### src/rtl/tlight_v2.sv
// Two-way traffic light controller with latched pedestrian walk phase.
// Optional night flashing mode is built only when TLIGHT_FLASH_EN is defined.
module tlight_v2 #(
  parameter int TIMER_W           = 8,
  parameter int GREEN_DURATION    = 16,
  parameter int YELLOW_DURATION   = 4,
  parameter int ALL_RED_DURATION  = 2,
  parameter int WALK_DURATION     = 10,
  parameter int FLASH_HALF_PERIOD = 8
) (
  input  logic       clock,
  input  logic       reset,
  input  logic       ped_req,
  input  logic       flash,
  output logic [2:0] ns,
  output logic [2:0] we,
  output logic       walk,
  output logic       ped_pending
);

  typedef enum logic [2:0] {
    NS_GREEN,
    NS_YELLOW,
    CLR_A,
    WE_GREEN,
    WE_YELLOW,
    CLR_B,
    WALK,
    FLASH
  } state_e;

  localparam logic [2:0] RED  = 3'b100;
  localparam logic [2:0] YEL  = 3'b010;
  localparam logic [2:0] GRN  = 3'b001;
  localparam logic [2:0] DARK = 3'b000;

  typedef logic [TIMER_W-1:0] tmr_t;

  localparam tmr_t LD_GREEN  = tmr_t'(GREEN_DURATION - 1);
  localparam tmr_t LD_YELLOW = tmr_t'(YELLOW_DURATION - 1);
  localparam tmr_t LD_CLR    = tmr_t'(ALL_RED_DURATION - 1);
  localparam tmr_t LD_WALK   = tmr_t'(WALK_DURATION - 1);
  localparam tmr_t LD_HALF   = tmr_t'(FLASH_HALF_PERIOD - 1);

  state_e state_q, state_d;
  tmr_t   timer_q, timer_d;
  // dir: 0 = NS green follows a walk, 1 = WE green follows
  logic   dir_q, dir_d;
  logic   pend_q, pend_d;
  logic   blink_q, blink_d;
  logic   flash_req;
  logic   expire;

`ifdef TLIGHT_FLASH_EN
  assign flash_req = flash;
`else
  logic unused_flash;
  assign unused_flash = flash;
  assign flash_req    = 1'b0;
`endif

  assign expire = (timer_q == '0);

  function automatic tmr_t load_of(input state_e s);
    tmr_t v;
    unique case (s)
      NS_GREEN, WE_GREEN:   v = LD_GREEN;
      NS_YELLOW, WE_YELLOW: v = LD_YELLOW;
      CLR_A, CLR_B:         v = LD_CLR;
      WALK:                 v = LD_WALK;
      FLASH:                v = LD_HALF;
    endcase
    return v;
  endfunction

  // State register; reset parks in clearance ahead of NS green
  always_ff @(posedge clock or posedge reset) begin
    if (reset) begin
      state_q <= CLR_B;
      timer_q <= LD_CLR;
      dir_q   <= 1'b0;
      pend_q  <= 1'b0;
      blink_q <= 1'b1;
    end else begin
      state_q <= state_d;
      timer_q <= timer_d;
      dir_q   <= dir_d;
      pend_q  <= pend_d;
      blink_q <= blink_d;
    end
  end

  // Next-state: phase timing, walk insertion, flash override
  always_comb begin
    state_d = state_q;
    timer_d = timer_q;
    dir_d   = dir_q;
    blink_d = blink_q;
    pend_d  = pend_q | ped_req;
    if (flash_req) begin
      pend_d = 1'b0;
      if (state_q != FLASH) begin
        state_d = FLASH;
        timer_d = LD_HALF;
        blink_d = 1'b1;
      end else if (expire) begin
        timer_d = LD_HALF;
        blink_d = ~blink_q;
      end else begin
        timer_d = timer_q - tmr_t'(1);
      end
    end else if (state_q == FLASH) begin
      state_d = CLR_B;
      timer_d = LD_CLR;
      blink_d = 1'b1;
      pend_d  = 1'b0;
    end else if (!expire) begin
      timer_d = timer_q - tmr_t'(1);
    end else begin
      unique case (state_q)
        NS_GREEN:  state_d = NS_YELLOW;
        NS_YELLOW: state_d = CLR_A;
        WE_GREEN:  state_d = WE_YELLOW;
        WE_YELLOW: state_d = CLR_B;
        CLR_A: begin
          if (pend_q) begin
            state_d = WALK;
            dir_d   = 1'b1;
          end else begin
            state_d = WE_GREEN;
          end
        end
        CLR_B: begin
          if (pend_q) begin
            state_d = WALK;
            dir_d   = 1'b0;
          end else begin
            state_d = NS_GREEN;
          end
        end
        WALK:  state_d = dir_q ? WE_GREEN : NS_GREEN;
        FLASH: state_d = CLR_B;
      endcase
      timer_d = load_of(state_d);
      // entering walk serves the request; a same-cycle request re-arms it
      if (state_d == WALK) pend_d = ped_req;
    end
  end

  // Outputs decode registered state only
  always_comb begin
    ns          = RED;
    we          = RED;
    walk        = 1'b0;
    ped_pending = pend_q;
    unique case (state_q)
      NS_GREEN:  ns = GRN;
      NS_YELLOW: ns = YEL;
      WE_GREEN:  we = GRN;
      WE_YELLOW: we = YEL;
      WALK:      walk = 1'b1;
      FLASH: begin
        ns = blink_q ? YEL : DARK;
        we = blink_q ? YEL : DARK;
      end
      CLR_A, CLR_B: begin
        ns = RED;
        we = RED;
      end
    endcase
  end

endmodule

### config.mk
export PLATFORM = sky130hd
export DESIGN_NAME = tlight_v2
export DESIGN_NICKNAME = d
export VERILOG_FILES = /design/src/rtl/tlight_v2.sv
export SDC_FILE = /design/constraint.sdc
export NUM_CORES = 1
export LEC_CHECK = 0
export CORE_UTILIZATION = 40
export CTS_BUF_LIST = sky130_fd_sc_hd__clkbuf_8
export DETAILED_ROUTE_END_ITERATION = 8
export SYNTH_ARGS = -nofsm -noshare
export SYNTH_HDL_FRONTEND = slang
export SYNTH_SLANG_ARGS = --single-unit
### constraint.sdc
create_clock -name clock -period 2.1 [get_ports clock]
set_input_delay 0.42 -clock clock [delete_from_list [all_inputs] [get_ports clock]]
set_output_delay 0.42 -clock clock [all_outputs]
set_load 0.01 [all_outputs]
==> results of run 1 <==
==> power groups by stage <==
stage	clock [mW]	combinational, mW	sequential, mW
after floorplan	0	0.682	0.458
after global placement	0	1.02	0.505
after detailed placement	0	1.05	0.508
after CTS	0.225	1.02	0.507
after global routing	0.238	1.18	0.527
final	0.217	1.06	0.513
==> layout make-up <==
type | instances | area [um^2] | share of cell area [%]
timing repair buffer | 28 | 235 | 18.1
clock inverter | 1 | 3.75 | 0.290
multi-input combinational | 84 | 621 | 47.9
tap | 28 | 35.0 | 2.70
clock buffer | 3 | 41.3 | 3.19
sequential | 13 | 330 | 25.5
inverter | 8 | 30.0 | 2.32
==> cells by family (layout without fill, tap and decap cells) <==
logic type | after synthesis | after routing | share of synthesized area, %
xor+xnor | 4 | 4 | 3.68
compound gates | 25 | 25 | 18.2
fa+ha+maj | 5 | 5 | 6.56
mux | 3 | 3 | 3.15
buf+inv | 13 | 40 | 6.30
simple gates | 47 | 47 | 27.6
flops | 13 | 13 | 34.5
==> cell usage in the layout, fill, tap and decap left out, types with 2 or more instances in the layout <==
master	Yosys	routed
a21oi_1	6	5
a31oi_1	2	2
and4b_1	3	3
buf_4	0	16
buf_6	1	2
clkbuf_8	0	3
clkdlybuf4s50_1	0	3
dfrtp_1	10	9
dfstp_2	3	3
dlygate4sd2_1	0	6
ha_1	5	4
inv_1	8	8
mux2i_1	3	3
nand2_1	8	8
nand2b_1	4	3
nor2_1	16	16
nor2b_1	2	2
nor3_1	4	4
o21ai_0	4	3
o2bb2ai_1	2	2
xnor2_1	2	2
xor2_1	2	2
==> worst max path at each step <==
stage,cells after the start,endpoint,slack (ps),startpoint
floorplan,9,timer_q[1]$_DFF_PP0_,7,state_q[2]$_DFFE_PP1P_
global placement,9,timer_q[1]$_DFF_PP0_,-50,state_q[2]$_DFFE_PP1P_
detailed placement,9,timer_q[1]$_DFF_PP0_,-110,state_q[2]$_DFFE_PP1P_
CTS,9,timer_q[1]$_DFF_PP0_,-60,state_q[2]$_DFFE_PP1P_
global route,8,timer_q[1]$_DFF_PP0_,-100,state_q[2]$_DFFE_PP1P_
finish,8,timer_q[1]$_DFF_PP0_,10,state_q[2]$_DFFE_PP1P_
==> timing repair <==
item                                    4_1_cts  5_1_grt
resized for setup                            11       10
endpoints found under the setup margin        8        3
pin swaps                                     2        5
buffers inserted                              0        4
==> metrics by stage <==
step                      instances  power [mW]  cell area [um^2]  worst slack (ps)  setup TNS [ps]
final                           165        1.79              1300              9.59               0
after global routing            165        1.95              1300             -98.8            -103
after CTS                       161        1.75              1230             -56.1           -56.1
after detailed placement        157        1.56              1180              -106            -135
after global placement          157        1.52              1180             -51.1           -51.1
after floorplan                 110        1.14               971              7.25               0
==> worst max-delay path: cells and delay by family (launching register included) <==
kind                     cells  cell delay, ps
AO/OA/AOI/OAI                4             610
flip-flops                   1             580
AND/OR/NAND/NOR              2             410
adder cells (fa/ha/maj)      1             250
buffers and inverters        1             130
==> sequential cells by signal, indices dropped and copies added (netlist names) <==
| register | flops |
|---|---|
| ped_pending | 1 |
| dir_q | 1 |
| timer_q | 8 |
| state_q | 3 |
==> layer usage <==
metal | up-vias | global-route usage [%]
met4 | 0 | 5.56
met5 | - | 0
li1 | 449 | -
met3 | 2 | 6.25
met2 | 11 | 29.8
met1 | 416 | 26.5
==> flow_metrics.tcl, run 1 <==
set metrics [dict create \
    synth_top_area_share_pct 26.2 \
    yosysWarnings 0 \
    switching_power_mw 0.751 \
    cp_max_fo 6 \
    comb_power_share_pct 59.2 \
    r2r-end "timer_q[1]$_DFF_PP0_" \
    dpl.hpwl_um 1700 \
    fin_util_pct 58.0 \
    postSynthAreaPerCell_um2 8.67 \
    synth.most_common_cell "nor2_1" \
    p_leak_nw 0.604 \
    port_buffers 10 \
    root_buffer "clkbuf_8" \
    cts_buffers 3 \
    vias 878 \
    synth.net_count 119 \
    swShare_pct 41.9 \
    skew_ps 0.953 \
    die_area_um2 2580 \
    grt_pass1_vias 771 \
    cts_buffer_depth 2 \
    seq_power_share_pct 28.7 \
    setup_viol 0 \
    hp-start "timer_q[0]$_DFF_PP1_" \
    synth_area_leaders "dfrtp_1 (26%), dfstp_2 (8.3%), ha_1 (6.6%)" \
    grt_util_all_layers_pct 19.6 \
    fin_crit_ps 2090 \
    synth_top_area_cell "dfrtp_1" \
    grt_max_degree 16 \
    slew_headroom_pct 66.2 \
    path_cells "buf_6 > a21oi_2 > a22o_2 > ha_4 > and4b_1 > nor4_2 > o221ai_2 > o2bb2ai_1" \
    n_antenna_cell 0 \
    wl_per_cell_um 13.3 \
    maxCapViolCount 0 \
    synth_ff_type "dfrtp_1" \
    seq_area_frac_synth_pct 34.5 \
    route.detailed.drc 0 \
    r2r_slack_ps 10 \
    fin_nets 147 \
    peakVddDrop_v 0.00110 \
    overflow 0 \
    max_freq_mhz 478 \
    dr.max_layer_used "met4" \
    vias_per_cell 5.32 \
    cp_data_arrival_time_ps 2220 \
    slowest_delay_ps 580 \
    synthToLayoutAreaGrowth_pct 36.0 \
    final_max_slew_viol_count 0 \
    crit_slowest_cell "dfstp_2" \
    intPower_mw 1.04 \
    rr_worst_depth 8 \
    met2_wirelength_um 1050 \
    holdPathStages 1 \
    num_rows 17 \
    insertion_delay_ps 240 \
    cts.sinks 13 \
    synth_cell_types 41 \
    synth_edf_count 0 \
    die_height_um 50.8 \
    htreeDepth 1 \
    hold_ws_ps 465 \
    p_clk_share_pct 12.1 \
    cts_hold_buf 0 \
    synth_area_um2 953 \
    tightestPinTransition_ps 507 \
    netlist_instances 110 \
    antenna_left 0 \
    die_w_um 50.8 \
    hold_viol 0 \
    powerDensity_nw_per_um2 1380 \
    cts_tree "yes" \
    grt_pass1_wl_um 3660 \
    pin_count 12 \
    fillers 212 \
    hp-class "flop to flop" \
    clkSlewWorstSetupHoldPaths_ps 50 \
    worst_setup_path_end_kind "flop" \
    fin_crit_sh_pct 99.5 \
    place_congestion 0.804 \
    required_ps 2230 \
    worstReg2RegStart "state_q[2]$_DFFE_PP1P_" \
    coreArea_um2 2230 \
    drtIter0Drc 13 \
    async_flop_share_pct 100 \
    wl_met1_um 1060 \
    grt_setup_unrepaired "true" \
    layout-drive-gt1-share_pct 29.2 \
    drt_wl_total_um 2200 \
    crit_type "flop to flop" \
    whs_endpoint "timer_q[0]$_DFF_PP1_" \
    startpoint_type "flop" \
    outcome "completed" \
    antenna_found_initial 0 \
    wl_met3_um 69 \
    dr.pass1.iters 4 \
    synthTopCellsByCount "nor2_1 (16), dfrtp_1 (10), inv_1 (8), nand2_1 (8), a21oi_1 (6)" \
    start_util_pct 42.7 \
    yosys_register_bits 13 \
]
(Power assumes the default switching activity.)
==> inputs of run 2 (changes only) <==
--- a/config.mk
+++ b/config.mk
@@ -5,6 +5,7 @@
 export SDC_FILE = /design/constraint.sdc
 export NUM_CORES = 1
 export LEC_CHECK = 0
+export ABC_CLOCK_PERIOD_IN_PS = 2100
 export CORE_UTILIZATION = 40
 export CTS_BUF_LIST = sky130_fd_sc_hd__clkbuf_8
 export DETAILED_ROUTE_END_ITERATION = 8
==> results of run 2 <==
Final layout, timing and power as in run 1 (identical DEF).
==> inputs of run 3 (changes only) <==
--- a/config.mk
+++ b/config.mk
@@ -9,6 +9,7 @@
 export CORE_UTILIZATION = 40
 export CTS_BUF_LIST = sky130_fd_sc_hd__clkbuf_8
 export DETAILED_ROUTE_END_ITERATION = 8
+export DONT_BUFFER_PORTS = 1
 export SYNTH_ARGS = -nofsm -noshare
 export SYNTH_HDL_FRONTEND = slang
 export SYNTH_SLANG_ARGS = --single-unit
==> flow_metrics.tcl, run 3 (synthesis results as in run 1) <==
set metrics [dict create \
    outcome "completed" \
    n_antenna_cell 0 \
    hp-class "input port to asynchronous set/reset pin" \
    skew_ps 4.77 \
    root_buffer "clkbuf_8" \
    grt_pass1_wl_um 3610 \
    drtIter0Drc 3 \
    antenna_found_initial 0 \
    cts_buffers 3 \
    fin_crit_ps 2070 \
    fin_crit_sh_pct 98.6 \
    insertion_delay_ps 250 \
    top_register "timer_q" \
    cts_hold_buf 0 \
    die_area_um2 2580 \
    largest_reg_flops 8 \
    post-place-ws_ps -99.0 \
    slew_headroom_pct 66.3 \
    powerDensity_nw_per_um2 1450 \
    cp_data_arrival_time_ps 2210 \
    report.power.total_mw 1.72 \
    grt_pass1_vias 778 \
    peakVddDrop_v 0.000816 \
    die_height_um 50.8 \
    num_rows 17 \
    crit_type "flop to flop" \
    crit_slowest_cell "dfstp_2" \
    layout_common_cells "nor2_1 (15), buf_4 (15), dfrtp_1 (9)" \
    setup_viol 0 \
    startpoint_type "flop" \
    dr.max_layer_used "met4" \
    cts_tree "yes" \
    p_leak_nw 0.535 \
    required_ps 2230 \
    maxCapViolCount 0 \
    wl_met3_um 62 \
    grt_util_all_layers_pct 19.0 \
    tightestPinTransition_ps 505 \
    wl_met1_um 1000 \
    cts.sinks 13 \
    overflow 0 \
    worst_setup_path_end_kind "flop" \
    fin_nets 135 \
    grt_max_degree 14 \
    max_freq_mhz 483 \
    layout-drive-gt1-share_pct 29.6 \
    setup_tns_ps 0 \
    met2_wirelength_um 1010 \
    synthToLayoutAreaGrowth_pct 24.4 \
    cp_max_fo 4 \
    hold_ws_ps 87.2 \
    htreeDepth 1 \
    clkSlewWorstSetupHoldPaths_ps 50 \
    path_cells "nand2b_4 > o21ai_2 > a22oi_2 > inv_2 > ha_4 > and4b_1 > nor4_2 > o221ai_1 > o2bb2ai_1" \
    setup_ws_ps 29.1 \
    vias 824 \
    hold_viol 0 \
    fin_util_pct 53.1 \
    antenna_left 0 \
    pin_count 12 \
    grt_setup_unrepaired "true" \
    wl_per_cell_um 13.6 \
    vias_per_cell 5.39 \
    route.detailed.drc 0 \
    die_w_um 50.8 \
    port_buffers 0 \
    slowest_delay_ps 550 \
    place_congestion 0.852 \
    path_buf_inv 1 \
    dpl.hpwl_um 1580 \
    start_util_pct 42.7 \
    final_max_slew_viol_count 0 \
    drt_wl_total_um 2090 \
    dr.pass1.iters 3 \
    cts_buffer_depth 2 \
    coreArea_um2 2230 \
    crit_family "compound AO/OA/AOI/OAI gates" \
    reg_top3 "timer_q x8, state_q x3" \
]
[run 3: per-stage QoR]
stage	instance area, um^2	std cells
finish	1190	153
global route	1190	153
CTS	1140	151
detailed placement	1070	146
global placement	1070	146
floorplan	971	110
[run 3: metal layers]
layer,up-vias,track usage (%)
met4,0,5.56
met1,393,25.2
li1,421,-
met2,7,30.2
met5,-,0
met3,3,5.06
[run 3: final timing paths]
path	start	end	slack [ps]	cells past startpoint
setup / recovery	state_q[2]$_DFFE_PP1P_	timer_q[1]$_DFF_PP0_	30	9
hold / removal	reset	timer_q[1]$_DFF_PP0_	90	1
setup reg to reg	state_q[2]$_DFFE_PP1P_	timer_q[1]$_DFF_PP0_	30	9
hold reg to reg	timer_q[0]$_DFF_PP1_	timer_q[0]$_DFF_PP1_	470	1
max in group asynchronous	reset	state_q[1]$_DFFE_PP0P_	1640	1
min in group clock	ped_req	ped_pending$_DFF_PP0_	300	1
[run 3: area by class of cell]
| cell class | count | area [um^2] |
|---|---|---|
| fillers | 221 | 1050 |
| multi-input cells | 84 | 622 |
| flip-flops and latches | 13 | 330 |
| repair buffers | 16 | 124 |
| clock buffers | 3 | 41.3 |
| well taps | 28 | 35.0 |
| inverters | 8 | 30.0 |
| clock inverters | 1 | 3.75 |
[run 3: worst register-to-register path, cell delays in order (launching register included)]
cell       delay, ps
dfstp_2          550
nand2b_4         130
o21ai_2           60
a22oi_2          210
inv_2             70
ha_4             220
and4b_1          180
nor4_2           220
o221ai_1         170
o2bb2ai_1        140
[run 3: timing repair]
| item | CTS | global route |
|---|---|---|
| pin swaps | 1 | 4 |
| resized for setup | 5 | 8 |
| buffers inserted | 1 | 2 |
| cloned | 0 | 0 |
| setup endpoints to repair | 2 | 4 |
[run 3: report_power, final]
part           switching [mW]  internal [mW]  leakage [nW]
clock                  0.0897          0.129        0.0269
combinational           0.519          0.489         0.359
sequential              0.129          0.366         0.149
